--- config.mk ---
export PLATFORM = sky130hd
export DESIGN_NAME = i2s_tx_flat
export DESIGN_NICKNAME = d
export VERILOG_FILES = /design/src/rtl/i2s_tx_if.sv /design/src/rtl/i2s_tx.sv /design/src/flat_wrapper.sv
export SDC_FILE = /design/constraint.sdc
export NUM_CORES = 1
export LEC_CHECK = 0
export CORE_ASPECT_RATIO = 1.5
export CORE_MARGIN = 4
export CORE_UTILIZATION = 30
export DETAILED_ROUTE_END_ITERATION = 8
export PLACE_DENSITY = 0.49
export SKIP_LAST_GASP = 1
export SYNTH_ARGS = -nofsm -noshare
export SYNTH_HDL_FRONTEND = slang
export SYNTH_SLANG_ARGS = --single-unit
--- constraint.sdc ---
create_clock -name clk_12 -period 4.2 [get_ports clk_12]
set_input_delay 0.84 -clock clk_12 [delete_from_list [all_inputs] [get_ports clk_12]]
set_output_delay 0.84 -clock clk_12 [all_outputs]
set_load 0.02 [all_outputs]
--- src/rtl/i2s_tx_if.sv ---
// Sample handshake between the channel-strip output stage and the I2S serialiser.
// Source drives a stereo pair with sampleValid; the serialiser answers with sampleReady.
interface i2s_tx_if #(
    parameter int DATA_W = 16
) ();
    logic signed [DATA_W-1:0] leftIn;
    logic signed [DATA_W-1:0] rightIn;
    logic                     sampleValid;
    logic                     sampleReady;

    modport master (
        output leftIn,
        output rightIn,
        output sampleValid,
        input  sampleReady
    );

    modport slave (
        input  leftIn,
        input  rightIn,
        input  sampleValid,
        output sampleReady
    );
endinterface

--- src/rtl/i2s_tx.sv ---
// I2S DAC serialiser: one-deep holding register feeding bclk/lrclk/sdata framing; LEFT_JUSTIFIED_EN selects left-justified format.
// Latency: a sample accepted before frame start N is emitted in frame N (I2S: left MSB 1 bclk after lrclk falls).
// Backpressure: sampleReady low while the holding register is full; an empty register at frame start repeats the last sample and pulses underrun.
module i2s_tx #(
    parameter int DATA_W   = 16,
    parameter int SLOT_W   = 32,
    parameter int BCLK_DIV = 4
) (
    input  logic      clk_12,
    input  logic      reset_n,
    i2s_tx_if.slave   smp,
    output logic      bclk,
    output logic      lrclk,
    output logic      sdata,
    output logic      underrun
);
    localparam int FRAME_BITS = 2 * SLOT_W;
    localparam int DIV_W      = (BCLK_DIV > 2) ? $clog2(BCLK_DIV) : 1;
    localparam int BIT_W      = $clog2(FRAME_BITS);

`ifdef LEFT_JUSTIFIED_EN
    localparam int   MSB_OFS = 0;
    localparam logic LEFT_LR = 1'b1;
`else
    localparam int   MSB_OFS = 1;
    localparam logic LEFT_LR = 1'b0;
`endif

    logic [DIV_W-1:0]  div_cnt;
    logic [DIV_W-1:0]  div_nxt;
    logic [BIT_W-1:0]  bit_cnt;
    logic [BIT_W-1:0]  bit_nxt;
    logic              fall_evt;
    logic              frame_start;
    logic              xfer;
    logic              load;

    logic [DATA_W-1:0] hold_l;
    logic [DATA_W-1:0] hold_r;
    logic              hold_full;
    logic              full_nxt;
    logic              ready_q;

    logic [DATA_W-1:0] frame_l;
    logic [DATA_W-1:0] frame_r;
    logic [DATA_W-1:0] frame_l_nxt;
    logic [DATA_W-1:0] frame_r_nxt;

    // Serial bit for frame position b, given the samples owning this frame.
    function automatic logic slot_bit(input logic [BIT_W-1:0] b,
                                      input logic [DATA_W-1:0] l,
                                      input logic [DATA_W-1:0] r);
        logic              in_right;
        int                i;
        logic [DATA_W-1:0] s;
        logic [DATA_W-1:0] sh;
        in_right = (b >= BIT_W'(SLOT_W));
        s        = in_right ? r : l;
        i        = int'(b) - (in_right ? SLOT_W : 0) - MSB_OFS;
        if (i < 0 || i >= DATA_W) begin
            return 1'b0;
        end
        sh = s >> (DATA_W - 1 - i);
        return sh[0];
    endfunction

    assign fall_evt    = (div_cnt == DIV_W'(BCLK_DIV - 1));
    assign frame_start = fall_evt && (bit_cnt == BIT_W'(FRAME_BITS - 1));
    assign xfer        = smp.sampleValid && ready_q;
    assign load        = frame_start && hold_full;

    assign div_nxt     = fall_evt ? '0 : div_cnt + DIV_W'(1);
    assign bit_nxt     = (bit_cnt == BIT_W'(FRAME_BITS - 1)) ? '0 : bit_cnt + BIT_W'(1);
    assign frame_l_nxt = load ? hold_l : frame_l;
    assign frame_r_nxt = load ? hold_r : frame_r;

    // A transfer needs ready, i.e. an empty register, so it never collides with a load.
    assign full_nxt    = xfer ? 1'b1 : (load ? 1'b0 : hold_full);

    assign smp.sampleReady = ready_q;

    always_ff @(posedge clk_12 or negedge reset_n) begin
        if (!reset_n) begin
            div_cnt <= '0;
            bclk    <= 1'b0;
        end else begin
            div_cnt <= div_nxt;
            bclk    <= (div_nxt >= DIV_W'(BCLK_DIV / 2));
        end
    end

    always_ff @(posedge clk_12 or negedge reset_n) begin
        if (!reset_n) begin
            hold_l    <= '0;
            hold_r    <= '0;
            hold_full <= 1'b0;
            ready_q   <= 1'b1;
            underrun  <= 1'b0;
        end else begin
            if (xfer) begin
                hold_l <= smp.leftIn;
                hold_r <= smp.rightIn;
            end
            hold_full <= full_nxt;
            ready_q   <= !full_nxt;
            underrun  <= frame_start && !hold_full;
        end
    end

    // Framing outputs move together on the bclk falling edge so they are stable at its rise.
    always_ff @(posedge clk_12 or negedge reset_n) begin
        if (!reset_n) begin
            bit_cnt <= '0;
            lrclk   <= LEFT_LR;
            sdata   <= 1'b0;
            frame_l <= '0;
            frame_r <= '0;
        end else if (fall_evt) begin
            bit_cnt <= bit_nxt;
            lrclk   <= LEFT_LR ^ (bit_nxt >= BIT_W'(SLOT_W));
            sdata   <= slot_bit(bit_nxt, frame_l_nxt, frame_r_nxt);
            frame_l <= frame_l_nxt;
            frame_r <= frame_r_nxt;
        end
    end
endmodule
--- src/flat_wrapper.sv ---
// flat-port wrapper written by rule: the top's interface ports become plain ports
module i2s_tx_flat 
#(
    parameter int DATA_W   = 16,
    parameter int SLOT_W   = 32,
    parameter int BCLK_DIV = 4
)
  (clk_12, reset_n, bclk, lrclk, sdata, underrun, smp_leftIn, smp_rightIn, smp_sampleValid, smp_sampleReady);
  i2s_tx_if #(.DATA_W(DATA_W)) smp_i ();
  input  logic clk_12;
  input  logic reset_n;
  output logic bclk;
  output logic lrclk;
  output logic sdata;
  output logic underrun;
  input wire logic [$bits(smp_i.leftIn)-1:0] smp_leftIn;
  input wire logic [$bits(smp_i.rightIn)-1:0] smp_rightIn;
  input wire logic [$bits(smp_i.sampleValid)-1:0] smp_sampleValid;
  output wire logic [$bits(smp_i.sampleReady)-1:0] smp_sampleReady;
  assign smp_i.leftIn = smp_leftIn;
  assign smp_i.rightIn = smp_rightIn;
  assign smp_i.sampleValid = smp_sampleValid;
  assign smp_sampleReady = smp_i.sampleReady;
  i2s_tx #(.DATA_W(DATA_W), .SLOT_W(SLOT_W), .BCLK_DIV(BCLK_DIV)) u_core (.clk_12(clk_12), .reset_n(reset_n), .smp(smp_i), .bclk(bclk), .lrclk(lrclk), .sdata(sdata), .underrun(underrun));
endmodule
==> Yosys cells after proc, flatten, opt, wreduce, memory -nomap -nowiden <==
Cells that the tools add are included.
{ "word_totals": {"register_bits": 78, "latchBits": 0, "ramBits": 0, "romBits": 0, "in_bits": 35, "out_inout_bits": 5, "wordCells": 43, "memories": 0} }
{ "classes": {"add_sub_neg": 5, "multipliers": 0, "div_mod_pow": 0, "n_lt_le_gt_ge": 4, "n_eq_ne": 2, "n_shift": 1, "muxes": 12, "bitwise": 0, "n_reduce_logical": 7} }
{ "ops": {"columns": ["op", "n"], "rows": [
  ["two-way mux 16 bit", 3],
  ["greater-or-equal comparator 32 x 6 -> 1 bit (second input constant)", 1],
  ["less-than comparator 32 x 1 -> 1 bit (second input constant)", 1],
  ["right shift 16 x 32 -> 1 bit", 1],
  ["subtractor 32 x 2 -> 32 bit (second input constant)", 1],
  ["subtractor 5 x 32 -> 32 bit (first input constant)", 1],
  ["subtractor 7 x 32 -> 32 bit", 1],
  ["two-way mux 6 bit", 2],
  ["adder 6 x 1 -> 6 bit (second input constant)", 1],
  ["== test 6 bit (second input constant)", 1],
  ["greater-or-equal comparator 6 bit (second input constant)", 1],
  ["two-way mux 1 bit", 6],
  ["logical AND 1 bit", 4],
  ["adder 2 x 1 -> 2 bit (second input constant)", 1],
  ["== test 2 bit (second input constant)", 1],
  ["greater-or-equal comparator 2 bit (second input constant)", 1],
  ["logical NOT 1 bit", 2],
  ["two-way mux 2 bit", 1],
  ["logical OR 1 bit", 1]
]} }

==> Longest topological paths before layout <==
Gate-level depths: netlist of run 1.
{ "logic_depth": {"depth_word": 11, "depth_mapped": 15} }

==> Worst setup path before layout of run 1 <==
Ideal clock, no wire load.
{ "synth_timing": {"kind": "reg2reg", "start": "register u_core.bit_cnt[0]", "end": "register u_core.sdata", "setup_ps": 92, "t_arrival_ps": 3000, "t_required_ps": 4108, "setup_slack_ps": 1109, "stages_incl_launch_ff": 14, "period_less_slack_ps": 3091, "path_cell_list": "dfrtp_1 clkbuf_1 inv_1 ha_1 clkbuf_1 o32ai_2 nand3_1 ha_1 inv_1 ha_1 nand4_1 a2111oi_0 nor2_1 o31ai_2"} }
{ "synth_via": {"elab_chain_len": 11, "word_cells_on_any_way": 20, "cone_classes": "add/sub: 4; order compare: 3; eq/ne: 1; shift: 1; mux: 8; reduce/logical: 3"} }
{ "synth_lines": {"columns": ["item", "line_no", "text"], "rows": [
  ["start, declared", "i2s_tx.sv:31", "logic [BIT_W-1:0] bit_cnt;"],
  ["start signal, assigned", "i2s_tx.sv:119", "bit_cnt <= bit_nxt;"],
  ["adder 6 x 1 -> 6 bit or == test 6 bit (tied branches)", "i2s_tx.sv:73", "assign bit_nxt = (bit_cnt == BIT_W'(FRAME_BITS - 1)) ? '0 : bit_cnt + BIT_W'(1);"],
  ["two-way mux 6 bit *", "i2s_tx.sv:73", null],
  ["net u_core.bit_nxt[1]", "i2s_tx.sv:32", "logic [BIT_W-1:0] bit_nxt;"],
  ["parallel branches: the longest is 8 deep, another holds subtractor 7 x 32 -> 32 bit", null, null],
  ["two-way mux 1 bit *", "i2s_tx.sv:63", "sh = s >> (DATA_W - 1 - i);"],
  ["end signal, assigned", "i2s_tx.sv:121", "sdata <= slot_bit(bit_nxt, frame_l_nxt, frame_r_nxt);"],
  ["end, declared", "i2s_tx.sv:14", "output logic sdata,"]
]} }
Mark *: on every way through the listed nets, which the timed path passes. The select of a mux whose other input is x is not followed.
A chain may end at the register's enable or synchronous reset.

==> Final worst setup path of run 1 <==
Ends and elaborated chain as after synthesis.

==> impl_metrics.json, run 1 <==
{
  "arrival_ns": 3.78,
  "die_w_um": 100,
  "outcome": "completed",
  "cts_hold_buf": 0,
  "max_freq_ghz": 0.283,
  "r2r_end": "u_core.sdata$_DFFE_PN0P_",
  "path_max_fanout": 17,
  "first_iter_violations": 104,
  "vias": 2796,
  "synth_warnings": 0,
  "drt_first_pass_iters": 4,
  "grt_first_pass_wirelength_mm": 14.9,
  "ys_seq_elements": 77,
  "power_density_mw_per_mm2": 349,
  "criticalPathCategory": "flip-flop to flip-flop",
  "min_path_type": "flip-flop to flip-flop",
  "setup_viol": 0,
  "regToRegSetupSlack_ns": 0.66,
  "clockRootBuffer": "clkbuf_16",
  "slowest_stage": "dfrtp_1",
  "clk_pin_slew_worst_paths_ns": 0.06,
  "setup_ws_ns": 0.661,
  "viasPerCell": 4.88,
  "regToRegStartpoint": "u_core.bit_cnt[0]$_DFFE_PN0P_",
  "skew_ns": 0.00884,
  "drcViolationCount": 0,
  "insertion_delay_ns": 0.34,
  "synthesis.nets": 423,
  "drive_above_1_share_pct": 16.3,
  "gp_congestion": 0.882,
  "place_ws_ns": 0.632,
  "synth_edf_count": 0,
  "hpwlAfterDp_mm": 6.47,
  "crit_path_end_kind": "flip-flop",
  "critPathMaxStageDelay_ns": 0.67,
  "cts_setup_buffers": 0,
  "yosysSeqAreaShare_pct": 50.7,
  "holdCritStartpoint": "u_core.div_cnt[0]$_DFF_PN0_",
  "hold_depth": 1,
  "grt_max_degree": 78,
  "htreeDepth": 3,
  "wirelength_mm": 8.95,
  "synth_ff_type": "dfrtp_1",
  "worstPathRequired_ns": 4.44,
  "finalSetupTns_ns": 0,
  "cts_tree": "done",
  "layout.nets": 455,
  "avgRoutedWirePerCell_um": 15.6,
  "fillers": 1291,
  "cap_viol_max_count": 0,
  "grt_use_total_pct": 13.1,
  "fin_util_pct": 37.1,
  "ir_worst_vdd_v": 0.000197,
  "ant_nets": 0,
  "hold_viol": 0,
  "area_growth_syn_to_layout_pct": 21.5,
  "die_y_um": 146,
  "netlist_instances": 381,
  "ctsResizeCount": 0,
  "max_slew_margin_pct": 34.6,
  "slew_violations": 0,
  "cp_common_cell": "ha_1",
  "tightest_slew_ns": 0.980,
  "avgSynthCellArea_um2": 9.99,
  "clock_sinks": 77,
  "path_delay_family": "adder cells",
  "min_to": "u_core.div_cnt[0]$_DFF_PN0_",
  "ys_types": 56,
  "fin_crit_ns": 3.54,
  "overflow": 0,
  "antenna_found_initial": 0,
  "start_util_pct": 30.6,
  "fp-row-count": 50,
  "dpl_cell_area_mm2": 0.00431,
  "fin_cells": 573,
  "netlist_area_mm2": 0.00381,
  "n_antenna_cell": 0,
  "p_leak_nw": 2.14,
  "reg2reg_depth": 12,
  "cts_buffer_depth": 2,
  "cp_num_buf_inv": 2,
  "port_buffers": 39,
  "grt_pass1_vias": 3020,
  "path_cells": "inv_1, ha_1, nand2b_1, o32ai_2, nand3_1, ha_1, inv_1, ha_1, nand4_1, a2111oi_0, nor2_1, o31ai_2",
  "period_share_pct": 84.3,
  "die_area_mm2": 0.0146,
  "synthArstFlopShare_pct": 100,
  "rsz0062_at_grt": "false",
  "cts_inserted_buffers": 9,
  "stdcell_area_mm2": 0.00462,
  "io_pins": 40,
  "startpoint_type": "flip-flop",
  "core_mm2": 0.0124,
  "dp_cells": 558
}
[per-stage QoR]
stage               power, mW  hold slack (ns)
CTS                      1.64            0.428
floorplan               0.758            0.401
detailed placement      0.804            0.422
finish                   1.61            0.423
global placement        0.804            0.413
global route             1.67            0.452
[state kept, by name, indices dropped and copies added, names as in the netlist]
name	flops
u_core.div_cnt	1
u_core.lrclk	1
u_core.smp.sampleReady	1
u_core.hold_r	16
u_core.underrun	1
u_core.bit_cnt	6
u_core.bclk	1
u_core.frame_r	16
u_core.sdata	1
u_core.hold_l	16
u_core.frame_l	16
u_core.hold_full	1
[cells by family after synthesis]
kind of cell | share of synthesized area [%]
and+or+nand+nor | 19.6
DFF | 50.7
AOI/OAI and AO/OA | 11.0
muxes | 11.0
buffers and inverters | 3.91
adders and majority gates | 2.30
xor gates and xnor gates | 1.35
other | 0.0985
[cell usage after synthesis, drive strengths merged (3+ instances only)]
| cell type | number | area, um2 |
|---|---|---|
| nand2 | 117 | 455 |
| dfrtp | 76 | 1900 |
| buf | 10 | 70.1 |
| ha | 7 | 87.6 |
| mux2i | 6 | 60.1 |
| nor2 | 13 | 48.8 |
| a211o | 4 | 35.0 |
| a2111oi | 3 | 32.5 |
| inv | 8 | 30.0 |
| a21oi | 9 | 45.0 |
| and3 | 4 | 26.3 |
| clkbuf | 13 | 48.8 |
| mux2 | 32 | 360 |
| nor3 | 5 | 30.0 |
| nor4 | 6 | 43.8 |
| o22ai | 3 | 18.8 |
| a31oi | 3 | 18.8 |
| nand3 | 11 | 67.6 |
| xnor2 | 4 | 42.6 |
| o21ai | 17 | 96.3 |
| and2 | 3 | 18.8 |
[cell type report]
type                    count  area, um2  share of cell area [%]
flip-flops and latches     77       1930                    41.7
multi-input cells         273       1730                    37.4
repair buffers             44        425                    9.20
clock buffers              12        246                    5.33
well taps                 156        195                    4.22
clock inverters             3       68.8                    1.49
inverters                   8       30.0                   0.650
[metal layers]
layer	vias to the layer above	track usage [%]	share of wire, %
li1	1369	-	-
met1	1367	14.7	40
met2	43	23.1	54
met3	17	2.78	2.6
met4	0	6.49	2.8
met5	-	0	0
[placed cells by master (no fill, tap or decap), types with 4 or more instances in the layout]
cell and count:
ha_1 7, nor4_1 5, clkbuf_16 9, mux2i_1 6, a21oi_1 9, inv_1 8, mux2_2 32, nand3_1 10
o21ai_0 13, dfrtp_1 76, nor3_1 4, clkdlybuf4s50_1 38, nand2_1 116, a211o_1 4, buf_4 6, nor2_1 13
[where the power goes]
part,switching [mW],internal (mW),leakage [nW]
combinational,0.0189,0.0279,0.930
sequential,0,0.742,1.05
clock,0.289,0.536,0.153
[worst max-delay path by stage]
stage / cells after the start / slack [ns] / end / startpoint
2_1_floorplan: 13 / 1.11 / u_core.sdata$_DFFE_PN0P_ / u_core.bit_cnt[0]$_DFFE_PN0P_
3_3_place_gp: 12 / 0.85 / u_core.sdata$_DFFE_PN0P_ / u_core.bit_cnt[0]$_DFFE_PN0P_
3_5_place_dp: 12 / 0.63 / u_core.sdata$_DFFE_PN0P_ / u_core.bit_cnt[0]$_DFFE_PN0P_
4_1_cts: 12 / 0.60 / u_core.sdata$_DFFE_PN0P_ / u_core.bit_cnt[0]$_DFFE_PN0P_
5_1_grt: 12 / 0.36 / u_core.sdata$_DFFE_PN0P_ / u_core.bit_cnt[0]$_DFFE_PN0P_
6_report: 12 / 0.66 / u_core.sdata$_DFFE_PN0P_ / u_core.bit_cnt[0]$_DFFE_PN0P_
Power figures use the tool's default switching activity.
==> run 2, diff against run 1 <==
==> constraint.sdc (replaced) <==
create_clock -name clk_12 -period 3.7 [get_ports clk_12]
set_input_delay 0.74 -clock clk_12 [delete_from_list [all_inputs] [get_ports clk_12]]
set_output_delay 0.74 -clock clk_12 [all_outputs]
set_load 0.02 [all_outputs]
==> impl_metrics.json, run 2 (synthesis results as in run 1) <==
{
  "grt_max_degree": 78,
  "cts_setup_buffers": 0,
  "avgRoutedWirePerCell_um": 15.2,
  "ir_worst_vdd_v": 0.000213,
  "regToRegSetupSlack_ns": 0.32,
  "core_mm2": 0.0124,
  "slew_violations": 0,
  "vias": 2813,
  "hpwlAfterDp_mm": 6.34,
  "start_util_pct": 30.6,
  "max_freq_ghz": 0.296,
  "finalSetupTns_ns": 0,
  "gp_congestion": 0.839,
  "antenna_found_initial": 0,
  "drt_first_pass_iters": 4,
  "outcome": "completed",
  "overflow": 0,
  "fin_cells": 578,
  "p_leak_nw": 2.14,
  "rsz0062_at_grt": "false",
  "dpl_cell_area_mm2": 0.00434,
  "grt_use_total_pct": 12.6,
  "final_cell_mix": "116 x nand2_1, 76 x dfrtp_1, 38 x clkdlybuf4s50_1",
  "clockRootBuffer": "clkbuf_16",
  "die_y_um": 146,
  "worstPathRequired_ns": 3.94,
  "power_density_mw_per_mm2": 372,
  "insertion_delay_ns": 0.33,
  "hold_viol": 0,
  "period_share_pct": 91.4,
  "setup_viol": 0,
  "fp-row-count": 50,
  "port_buffers": 39,
  "grt_first_pass_wirelength_mm": 14.7,
  "power.total_mw": 1.72,
  "dp_cells": 562,
  "ctsResizeCount": 0,
  "stdcell_area_mm2": 0.00462,
  "viasPerCell": 4.87,
  "cts_inserted_buffers": 9,
  "io_pins": 40,
  "grt_pass1_vias": 2893,
  "htreeDepth": 3,
  "cts_tree": "done",
  "n_antenna_cell": 0,
  "clk_pin_slew_worst_paths_ns": 0.06,
  "cts_hold_buf": 0,
  "drcViolationCount": 0,
  "area_growth_syn_to_layout_pct": 21.5,
  "max_slew_margin_pct": 34.8,
  "ant_nets": 0,
  "fin_crit_ns": 3.38,
  "min_path_type": "flip-flop to flip-flop",
  "arrival_ns": 3.62,
  "first_iter_violations": 139,
  "crit_path_end_kind": "flip-flop",
  "startpoint_type": "flip-flop",
  "skew_ns": 0.00335,
  "wirelength_mm": 8.78,
  "path_max_fanout": 16,
  "clock_sinks": 77,
  "die_w_um": 100,
  "die_area_mm2": 0.0146,
  "tightest_slew_ns": 0.978,
  "cap_viol_max_count": 0,
  "drive_above_1_share_pct": 17.8,
  "cts_buffer_depth": 2,
  "criticalPathCategory": "flip-flop to flip-flop",
  "final_common_cell": "nand2_1",
  "layout.nets": 459
}
-- run 2: path summary, 6_finish.rpt --
path                                                    start                           end  cells past startpoint
worst max-delay path            u_core.bit_cnt[0]$_DFFE_PN0P_      u_core.sdata$_DFFE_PN0P_                     11
worst min-delay path              u_core.div_cnt[0]$_DFF_PN0_   u_core.div_cnt[0]$_DFF_PN0_                      1
worst max register to register  u_core.bit_cnt[0]$_DFFE_PN0P_      u_core.sdata$_DFFE_PN0P_                     11
worst min register to register    u_core.div_cnt[0]$_DFF_PN0_   u_core.div_cnt[0]$_DFF_PN0_                      1
max in group asynchronous                             reset_n      u_core.sdata$_DFFE_PN0P_                      1
min in group asynchronous                             reset_n  u_core.hold_r[2]$_DFFE_PN0P_                      1
-- run 2: area by class of cell --
| cell class | count | area, um2 |
|---|---|---|
| inverters | 8 | 30.0 |
| repair buffers | 48 | 455 |
| clock inverters | 5 | 33.8 |
| multi-input cells | 273 | 1730 |
| well taps | 156 | 195 |
| flip-flops and latches | 77 | 1930 |
| clock buffers | 11 | 253 |
| fillers | 1256 | 7830 |
-- run 2: metal layers --
layer	track usage [%]	part of all wire (%)	routed length [um]	up-vias
met5	0	0	0	-
met4	7.04	4.0	347	0
met3	1.87	2.1	183	18
met2	21.7	53	4620	43
met1	14.8	41	3630	1378
li1	-	-	-	1374
-- run 2: critical path: stages, from the launching register on --
cell       delay [ns]
dfrtp_1          0.68
ha_1             0.42
nand3_1          0.17
a211oi_4         0.36
nand3_1          0.13
ha_1             0.29
inv_1            0.06
ha_1             0.28
nand4_1          0.10
a2111oi_0        0.46
nor2_1           0.10
o31ai_2          0.24
-- run 2: per-stage QoR --
step	util (%)	setup WS [ns]	hold WS, ns
6_report	37.1	0.317	0.424
5_1_grt	37.1	0.120	0.454
4_1_cts	37.1	0.305	0.430
3_5_place_dp	34.8	0.325	0.421
3_3_place_gp	34.8	0.546	0.414
2_1_floorplan	-	0.609	0.401
-- run 2: where the power goes --
group	leakage, nW	internal (mW)	switching [mW]	total, mW
registers	1.05	0.842	0	0.842
clock network	0.138	0.490	0.336	0.827
logic	0.952	0.0316	0.0214	0.0531
==> run 3, diff against run 2 <==
--- a/config.mk
+++ b/config.mk
@@ -5,6 +5,7 @@
 export SDC_FILE = /design/constraint.sdc
 export NUM_CORES = 1
 export LEC_CHECK = 0
+export ABC_AREA = 1
 export CORE_ASPECT_RATIO = 1.5
 export CORE_MARGIN = 4
 export CORE_UTILIZATION = 30
==> impl_metrics.json, run 3 <==
{
  "synth_ff_type": "dfrtp_1",
  "die_area_mm2": 0.0145,
  "avgSynthCellArea_um2": 8.89,
  "power_density_mw_per_mm2": 384,
  "whs_ns": 0.432,
  "dp_cells": 598,
  "max_slew_margin_pct": 34.8,
  "ys_seq_elements": 77,
  "period_share_pct": 80.1,
  "synthTopCellsByArea": "dfrtp_1 50%, nand2_1 10%, nand3_1 6.0%, mux2_2 5.1%, inv_1 5.0%",
  "hpwlAfterDp_mm": 5.56,
  "fillers": 1236,
  "start_util_pct": 31.0,
  "netlist_instances": 424,
  "stdcell_area_mm2": 0.00453,
  "drt_first_pass_iters": 6,
  "clk_pin_slew_worst_paths_ns": 0.06,
  "final_common_cell": "nand2_1",
  "grt_max_degree": 78,
  "overflow": 0,
  "hold_viol": 0,
  "drcViolationCount": 0,
  "netlist_area_mm2": 0.00377,
  "dpl_cell_area_mm2": 0.00424,
  "netlist.top_cell.by_area": "dfrtp_1",
  "wirelength_mm": 8.08,
  "antenna_found_initial": 0,
  "path_max_fanout": 28,
  "area_growth_syn_to_layout_pct": 20.1,
  "fp-row-count": 49,
  "insertion_delay_ns": 0.33,
  "min_path_type": "flip-flop to flip-flop",
  "skew_ns": 0.00517,
  "grt_first_pass_wirelength_mm": 14.4,
  "synth_edf_count": 0,
  "die_y_um": 145,
  "synthArstFlopShare_pct": 100,
  "final_cell_mix": "99 x nand2_1, 76 x dfrtp_1, 50 x inv_1",
  "finalSetupTns_ns": 0,
  "setup_viol": 0,
  "fin_crit_ns": 2.96,
  "grt_pass1_vias": 2941,
  "rsz0062_at_grt": "false",
  "cts_hold_buf": 0,
  "p_leak_nw": 2.35,
  "n_antenna_cell": 0,
  "die_w_um": 99.5,
  "criticalPathCategory": "flip-flop to flip-flop",
  "cp_num_buf_inv": 2,
  "path_cells": "ha_1, nand3_4, nor2_8, nor2_1, nor2_4, o21ai_2, nor3_1, inv_1, ha_1, inv_1, ha_1, nand3b_1, nor4_1, nand2_1, nand2_1",
  "ir_worst_vdd_v": 0.000211,
  "gp_congestion": 0.852,
  "tightest_slew_ns": 0.978,
  "avgRoutedWirePerCell_um": 13.2,
  "crit_path_end_kind": "flip-flop",
  "htreeDepth": 3,
  "synth_most_common_cell": "nand2_1",
  "synthesis.nets": 466,
  "clock_sinks": 77,
  "port_buffers": 39,
  "cts_buffer_depth": 2,
  "cts_inserted_buffers": 9,
  "path_delay_family": "simple AND/OR/NAND/NOR gates",
  "vias": 2844,
  "multi_input_area_mm2": 0.00149,
  "slowest_stage": "dfrtp_1",
  "ctsResizeCount": 0,
  "synth_warnings": 0,
  "ys_types": 35,
  "cts_tree": "done",
  "outcome": "completed",
  "layout.nets": 498,
  "grt_use_total_pct": 12.4,
  "fin_cells": 614,
  "yosys.area.top_type_share_pct": 50.5,
  "critPathMaxStageDelay_ns": 0.40,
  "max_freq_ghz": 0.338,
  "cts_setup_buffers": 0,
  "clockRootBuffer": "clkbuf_16",
  "yosys-top-cells-count": "100 x nand2_1, 76 x dfrtp_1, 50 x inv_1",
  "slew_violations": 0,
  "drive_above_1_share_pct": 11.3,
  "cap_viol_max_count": 0,
  "ant_nets": 0,
  "worstPathRequired_ns": 3.97,
  "arrival_ns": 3.23,
  "ff_latch_area_mm2": 0.00193,
  "cp_common_cell": "ha_1",
  "first_iter_violations": 116,
  "io_pins": 40,
  "startpoint_type": "flip-flop",
  "core_mm2": 0.0121,
  "yosysSeqAreaShare_pct": 51.2,
  "viasPerCell": 4.63
}
[run 3: cell count changes after synthesis, moves of 7 or more]
cell,previous run,this run
a21oi_1,9,16
nand3_1,10,45
nand2_1,116,100
and2_1,3,13
nand4_1,2,27
nor2_1,13,21
mux2_2,32,17
inv_1,8,50
[run 3: worst paths after layout]
check | startpoint | endpoint | slack (ns) | cells after the start
worst max-delay path | u_core.bit_cnt[0]$_DFFE_PN0P_ | u_core.sdata$_DFFE_PN0P_ | 0.74 | 15
worst min-delay path | u_core.div_cnt[0]$_DFF_PN0_ | u_core.div_cnt[0]$_DFF_PN0_ | 0.43 | 1
worst max register to register | u_core.bit_cnt[0]$_DFFE_PN0P_ | u_core.sdata$_DFFE_PN0P_ | 0.74 | 15
worst min register to register | u_core.div_cnt[0]$_DFF_PN0_ | u_core.div_cnt[0]$_DFF_PN0_ | 0.43 | 1
max in group asynchronous | reset_n | u_core.bit_cnt[1]$_DFFE_PN0P_ | 2.50 | 1
min in group asynchronous | reset_n | u_core.frame_l[15]$_DFFE_PN0P_ | 0.57 | 1
[run 3: per-stage QoR]
step	power (mW)	util, %	setup WS, ns
final	1.74	37.3	0.738
after global routing	1.81	37.3	0.484
after CTS	1.77	37.3	0.695
after detailed placement	0.913	34.9	0.727
after global placement	0.912	34.9	0.809
after floorplan	0.860	-	1.12
[run 3: cell families (layout without fill, tap and decap cells)]
| group | Yosys count | in the layout | synth area share [%] |
|---|---|---|---|
| buf+inv | 77 | 114 | 9.26 |
| simple gates | 217 | 217 | 27.9 |
| flops | 77 | 77 | 51.2 |
| mux | 17 | 17 | 5.08 |
| other cells | 1 | 1 | 0.0995 |
| fa+ha+maj | 7 | 7 | 2.32 |
| xor+xnor | 2 | 2 | 0.465 |
| compound gates | 26 | 26 | 3.69 |
[run 3: area by class of cell]
cell class | instances | share of cell area [%]
clock buffer | 13 | 5.97
clock inverter | 3 | 0.442
inverter | 56 | 4.70
multi-input combinational | 270 | 33.0
sequential | 77 | 42.6
tap | 153 | 4.23
timing repair buffer | 42 | 9.07
[run 3: per-layer routing]
layer	vias up	wire length (um)	GRT usage, %
li1	1436	-	-
met5	-	0	0
met4	0	236	7.38
met2	52	4000	20.0
met3	14	254	1.68
met1	1342	3600	15.6
[run 3: power breakdown]
group,switching (mW),internal (mW),total [mW]
registers,0,0.842,0.842
logic,0.0217,0.0317,0.0534
clock network,0.333,0.508,0.841
==> variant 1, RTL diff (config.mk and constraints of run 1) <==
Register the output `underrun` once more, with the module's reset; this adds one clock of latency there. The other outputs are not delayed to match.
--- a/src/rtl/i2s_tx.sv
+++ b/src/rtl/i2s_tx.sv
@@ -17,6 +17,8 @@
     localparam int FRAME_BITS = 2 * SLOT_W;
     localparam int DIV_W      = (BCLK_DIV > 2) ? $clog2(BCLK_DIV) : 1;
     localparam int BIT_W      = $clog2(FRAME_BITS);
+
+    logic underrun_s0;
 
 `ifdef LEFT_JUSTIFIED_EN
     localparam int   MSB_OFS = 0;
@@ -95,7 +97,7 @@
             hold_r    <= '0;
             hold_full <= 1'b0;
             ready_q   <= 1'b1;
-            underrun  <= 1'b0;
+            underrun_s0 <= 1'b0;
         end else begin
             if (xfer) begin
                 hold_l <= smp.leftIn;
@@ -103,7 +105,7 @@
             end
             hold_full <= full_nxt;
             ready_q   <= !full_nxt;
-            underrun  <= frame_start && !hold_full;
+            underrun_s0 <= frame_start && !hold_full;
         end
     end
 
@@ -123,4 +125,12 @@
             frame_r <= frame_r_nxt;
         end
     end
+    always_ff @(posedge clk_12 or negedge reset_n) begin
+        if (!reset_n) begin
+            underrun <= '0;
+        end else begin
+            underrun <= underrun_s0;
+        end
+    end
+
 endmodule
Formal check against the unedited RTL: same outputs for any inputs over 10 cycles, from zero or initial values and one cycle with reset_n low; that may be too few to reach the edited logic, so the function may still have changed.
==> variant 1 against run 1 <==
Power fell by 3.8%; area after synthesis rose by 0.66%; first-iteration DRC count rose by 81%; wire length fell by 2.5%; sequential cell count rose by 1; die area rose by 0.62%; via count rose by 0.89%; worst setup slack improved by 0.13 ns; hold slack got worse by 0.073 ns; clock skew barely moved; design area barely moved; global-route usage fell by 0.54 points.
==> variant 1: results (changes against run 1) <==
Root Driver=clkbuf_16; vias in the first global route=2,865 (-5.1%); commonest cells in the netlist=nand2_1 (116), dfrtp_1 (77), mux2_2 (32); critical path class=register to register; top cells by area, synth=dfrtp_1 (50%), nand2_1 (11%), mux2_2 (9.4%); xor and xnor area share after synthesis=1.34% (-0.0088 points); gr usage total=12.6% (-0.54 points); Buffers on Ports=39 (unchanged); share of layout cells above drive strength 1=16.7% (+0.44 points); initial antenna violation count=0 (unchanged); Syn. warnings=0 (unchanged); Net Count, Synth=424 (+0.24%); Post-synth EDFFs=0 (unchanged); Slowest-stage cell, CP=dfrtp_1; routed wire length=8.72 mm (-2.5%); Slew HR=33.9% (-0.78 points); first-pass GRT wire length=14.6 mm (-2.0%); Clock Power Share=48.6% (-2.5 points); LEAKAGE=2.13 nW (-0.10%); H-tree depth=3 (unchanged); Hold Crit Class=register to register; drt via density=4.91 (+0.72%); clk_lat worst skew=~0.33 ns; async set-reset flop share out of synthesis=100% (unchanged); Layout Nets=455 (unchanged); status=completed; first-pass iteration count of the detailed router=7 (+3); largest power group=the clock network; adder-cell share of the synthesized area=2.29% (-0.015 points); GPL Wtd Cong=0.880 (-0.23%); CTS Buf Count=9 (unchanged); sw frac=20.8% (+1.7 points); mux share of post-synthesis cell area=11.0% (-0.072 points); Hold Crit Start=u_core.underrun_s0$_DFF_PN0_; clk_skew=0.00866 ns (-0.000179 ns); Yosys cell types=56 (unchanged); FILL cells=1,301 (+0.77%); DP HPWL=6.28 mm (-3.0%); First DRT Iteration DRCs=188 (+81%); clock slew at reported path FFs=0.06 ns (about the same); fraction of the mapped netlist area in compound gates=10.9% (-0.072 points); worst vdd ir=0.000183 V (-7.0%); post-synthesis sequential area ratio=51.0% (+0.32 points); max incr delay on CP=0.67 ns (about the same); GRT met2 Usage=21.3% (-1.7 points); Post-CTS Setup Bufs=0 (unchanged); pin count of the biggest net entering global routing=79 (+1.3%); met3 global-route usage=2.68% (-0.10 points); reg2reg start=u_core.bit_cnt[0]$_DFFE_PN0P_; worst-path fanout max=17 (unchanged); Max Root-Sink Buffers=2 (unchanged); combinational group share of total power=3.0%; routing usage on met1=15.1% (+0.37 points); Antenna diodes=0 (unchanged); CP arrival=3.66 ns (-0.12 ns)
variant 1: cell types whose count changed after synthesis, sizes merged:
cell   delta
dfrtp     +1
variant 1: final timing paths:
kind | endpoint | slack (ns) | cells past startpoint
hold / removal | u_core.underrun$_DFF_PN0_ | 0.35 | 0
setup reg to reg | u_core.sdata$_DFFE_PN0P_ | 0.79 | 12
min in group asynchronous | u_core.underrun$_DFF_PN0_ | 0.65 | 1
max in group asynchronous | u_core.hold_l[1]$_DFFE_PN0P_ | 2.89 | 1
setup / recovery | u_core.sdata$_DFFE_PN0P_ | 0.79 | 12
hold reg to reg | u_core.underrun$_DFF_PN0_ | 0.35 | 0
variant 1: area by class of cell:
type	instances	share of cell area [%]
flip-flops and latches	78	42.3
multi-input cells	273	37.4
repair buffers	43	9.04
clock buffers	12	5.77
well taps	156	4.22
inverters	8	0.650
clock inverters	4	0.623
variant 1: per-stage QoR:
| step | instance area [um^2] | total power [W] | cells | worst slack (ns) |
|---|---|---|---|---|
| 6_report | 4620 | 0.00155 | 574 | 0.786 |
| 5_1_grt | 4620 | 0.00161 | 574 | 0.404 |
| 4_1_cts | 4620 | 0.00158 | 574 | 0.758 |
| 3_5_place_dp | 4330 | 0.000815 | 558 | 0.775 |
| 3_3_place_gp | 4330 | 0.000814 | 558 | 0.897 |
| 2_1_floorplan | 3830 | 0.000767 | 382 | 1.11 |
variant 1: worst max-delay path: cells and delay by family, from the launching register on:
family          cells  cell delay, ns
compound gates      3            0.78
simple gates        4            0.60
fa+ha+maj           3            1.10
flops               1            0.67
buf+inv             2            0.18
variant 1: routing by layer:
metal | share of wire (%) | up-vias
met1 | 41 | 1366
li1 | - | 1371
met4 | 3.0 | 0
met2 | 52 | 63
met5 | 0 | -
met3 | 3.6 | 21
==> variant 2, RTL diff (config.mk and constraints of run 1) <==
Without the edit above. Build with the macro `LEFT_JUSTIFIED_EN` defined.
--- a/src/rtl/i2s_tx.sv
+++ b/src/rtl/i2s_tx.sv
@@ -1,6 +1,8 @@
 // I2S DAC serialiser: one-deep holding register feeding bclk/lrclk/sdata framing; LEFT_JUSTIFIED_EN selects left-justified format.
 // Latency: a sample accepted before frame start N is emitted in frame N (I2S: left MSB 1 bclk after lrclk falls).
 // Backpressure: sampleReady low while the holding register is full; an empty register at frame start repeats the last sample and pulses underrun.
+`define LEFT_JUSTIFIED_EN
+
 module i2s_tx #(
     parameter int DATA_W   = 16,
     parameter int SLOT_W   = 32,
Check against the original RTL: not equivalent (Yosys sat finds a counterexample within 4 cycles, from zero or initial values and one cycle with reset_n low).
==> variant 2 against run 1 <==
Worst setup slack improved by 0.74 ns; fmax up 26%; design area fell by 10%; sequential cell count stayed put; wire length decreased by 27%; power down 5.3%; via count fell by 27%; area after synthesis shrank 11%; first-iteration DRC count fell by 53%; sequential share of layout area is 4.6 points higher; largest cell class unchanged.
==> variant 2: results (changes against run 1) <==
status=completed; post-synthesis sequential area ratio=57.1% (+6.5 points); Buffers on Ports=39 (unchanged); pin count of the biggest net entering global routing=78 (unchanged); Final Instance Count excl. Fillers=439 (-23%); Synth area leader=dfrtp_1; First DRT Iteration DRCs=49 (-53%); sw power=0.000290 W (-6.0%); CTS-repair resized insts=0 (unchanged); worst vdd ir=0.000181 V (-8.4%); Hold Path Cell Cnt=1 (unchanged); Syn. warnings=0 (unchanged); clk_skew=0.00464 ns (-0.00420 ns); Max Root-Sink Buffers=2 (unchanged); gr usage total=11.0% (-2.1 points); share of layout cells above drive strength 1=32.2% (+16 points); total number of vias=2,039 (-27%); GPL Wtd Cong=0.818 (-7.3%); Yosys cell types=42 (-25%); LEAKAGE=1.96 nW (-8.4%); Layout Nets=326 (-28%); Net Count, Synth=287 (-32%); Antenna diodes=0 (unchanged); met3 global-route usage=2.71% (-0.067 points); Hold Slack=0.424 ns (+0.000690 ns); Worst Reg-to-Reg Cells=6 (-6); GRT Residual Overflow=0 (unchanged); vias in the first global route=2,181 (-28%); register-to-register setup slack=1.40 ns (+0.74 ns); Hold Crit Class=register to register; CTS Buf Count=9 (unchanged); first-pass GRT wire length=10.9 mm (-27%); Post-Synthesis Cells=250 (-34%); worst-path fanout max=18 (+1); GRT met2 Usage=18.6% (-4.5 points); Slew HR=36.0% (+1.4 points); ys flop type=dfrtp_1; CP arrival=3.06 ns (-0.72 ns); clock slew at reported path FFs=0.06 ns (about the same); commonest cells in the netlist=dfrtp_1 (75), mux2_2 (66), nand2_1 (23), a21oi_1 (8), mux2i_1 (8); routing usage on met1=12.8% (-1.9 points); Post-Place Cells=425 (-24%); Root Driver=clkbuf_16; DP HPWL=4.66 mm (-28%); Post-CTS Setup Bufs=0 (unchanged); FILL cells=1,138 (-12%); top cells by area, synth=dfrtp_1 (56%), mux2_2 (22%), nand2_1 (2.6%); routed wire length=6.51 mm (-27%); async set-reset flop share out of synthesis=100% (unchanged); H-tree depth=3 (unchanged)
==> variant 2: changes by cell type in the layout (fill, tap and decap cells not counted), sizes merged, moves of 5 or more <==
cell / delta
inv: -8
nor2: -8
nor4: -6
nand2: -94
o21ai: -13
nand3: -7
ha: -5
mux2: +34
==> variant 2: cells by family (layout without fill, tap and decap cells) <==
group / after synthesis / in the layout / synth area share, %
mux: 74 / 74 / 24.4
flops: 77 / 77 / 57.1
fa+ha+maj: 2 / 2 / 0.741
xor+xnor: 4 / 4 / 1.04
compound gates: 32 / 32 / 6.85
buf+inv: 14 / 56 / 2.59
simple gates: 47 / 47 / 7.30
==> variant 2: final timing paths <==
path	start	to
worst max register to register	u_core.bit_cnt[0]$_DFFE_PN0P_	u_core.sdata$_DFFE_PN0P_
max in group asynchronous	reset_n	u_core.hold_r[4]$_DFFE_PN0P_
worst max-delay path	u_core.bit_cnt[0]$_DFFE_PN0P_	u_core.sdata$_DFFE_PN0P_
min in group asynchronous	reset_n	u_core.hold_l[5]$_DFFE_PN0P_
worst min register to register	u_core.div_cnt[0]$_DFF_PN0_	u_core.div_cnt[0]$_DFF_PN0_
worst min-delay path	u_core.div_cnt[0]$_DFF_PN0_	u_core.div_cnt[0]$_DFF_PN0_
==> variant 2: worst max-delay path, stage by stage (launching register included) <==
cell and delay (ns):
dfrtp_1 0.47, ha_1 0.31, and3_1 0.33, and4_1 0.75, a2111oi_1 0.19, or4_4 0.54
o211ai_2 0.14
==> variant 2: routing by layer <==
layer | wire [um] | share of wire [%] | vias up
met2 | 3450 | 53 | 31
met1 | 2700 | 42 | 1014
li1 | - | - | 984
met3 | 191 | 2.9 | 10
met5 | 0 | 0 | -
met4 | 163 | 2.5 | 0
==> variant 2: stage by stage <==
| step | instance area [um^2] | utilization [%] | worst slack (ns) |
|---|---|---|---|
| final | 4160 | 37.7 | 1.40 |
| after global routing | 4160 | 37.7 | 1.14 |
| after CTS | 4160 | 37.7 | 1.38 |
| after detailed placement | 3880 | 35.1 | 1.40 |
| after global placement | 3880 | 35.1 | 1.44 |
| after floorplan | 3380 | - | 1.92 |
==> variant 2: cell type report <==
class / instances / share of cell area, %
inverter: 1 / 0.0902
timing repair buffer: 41 / 9.68
clock inverter: 2 / 0.842
multi-input combinational: 159 / 32.7
clock buffer: 12 / 5.92
tap: 147 / 4.42
sequential: 77 / 46.3
==> variant 2: power groups by stage <==
stage | Combinational [W] | Clock [W] | Sequential [W]
after CTS | 0.0000468 | 0.000769 | 0.000742
final | 0.0000445 | 0.000741 | 0.000742
after floorplan | 0.000000335 | 0 | 0.000756
after global placement | 0.0000470 | 0 | 0.000755
after detailed placement | 0.0000467 | 0 | 0.000755
after global routing | 0.0000496 | 0.000798 | 0.000742
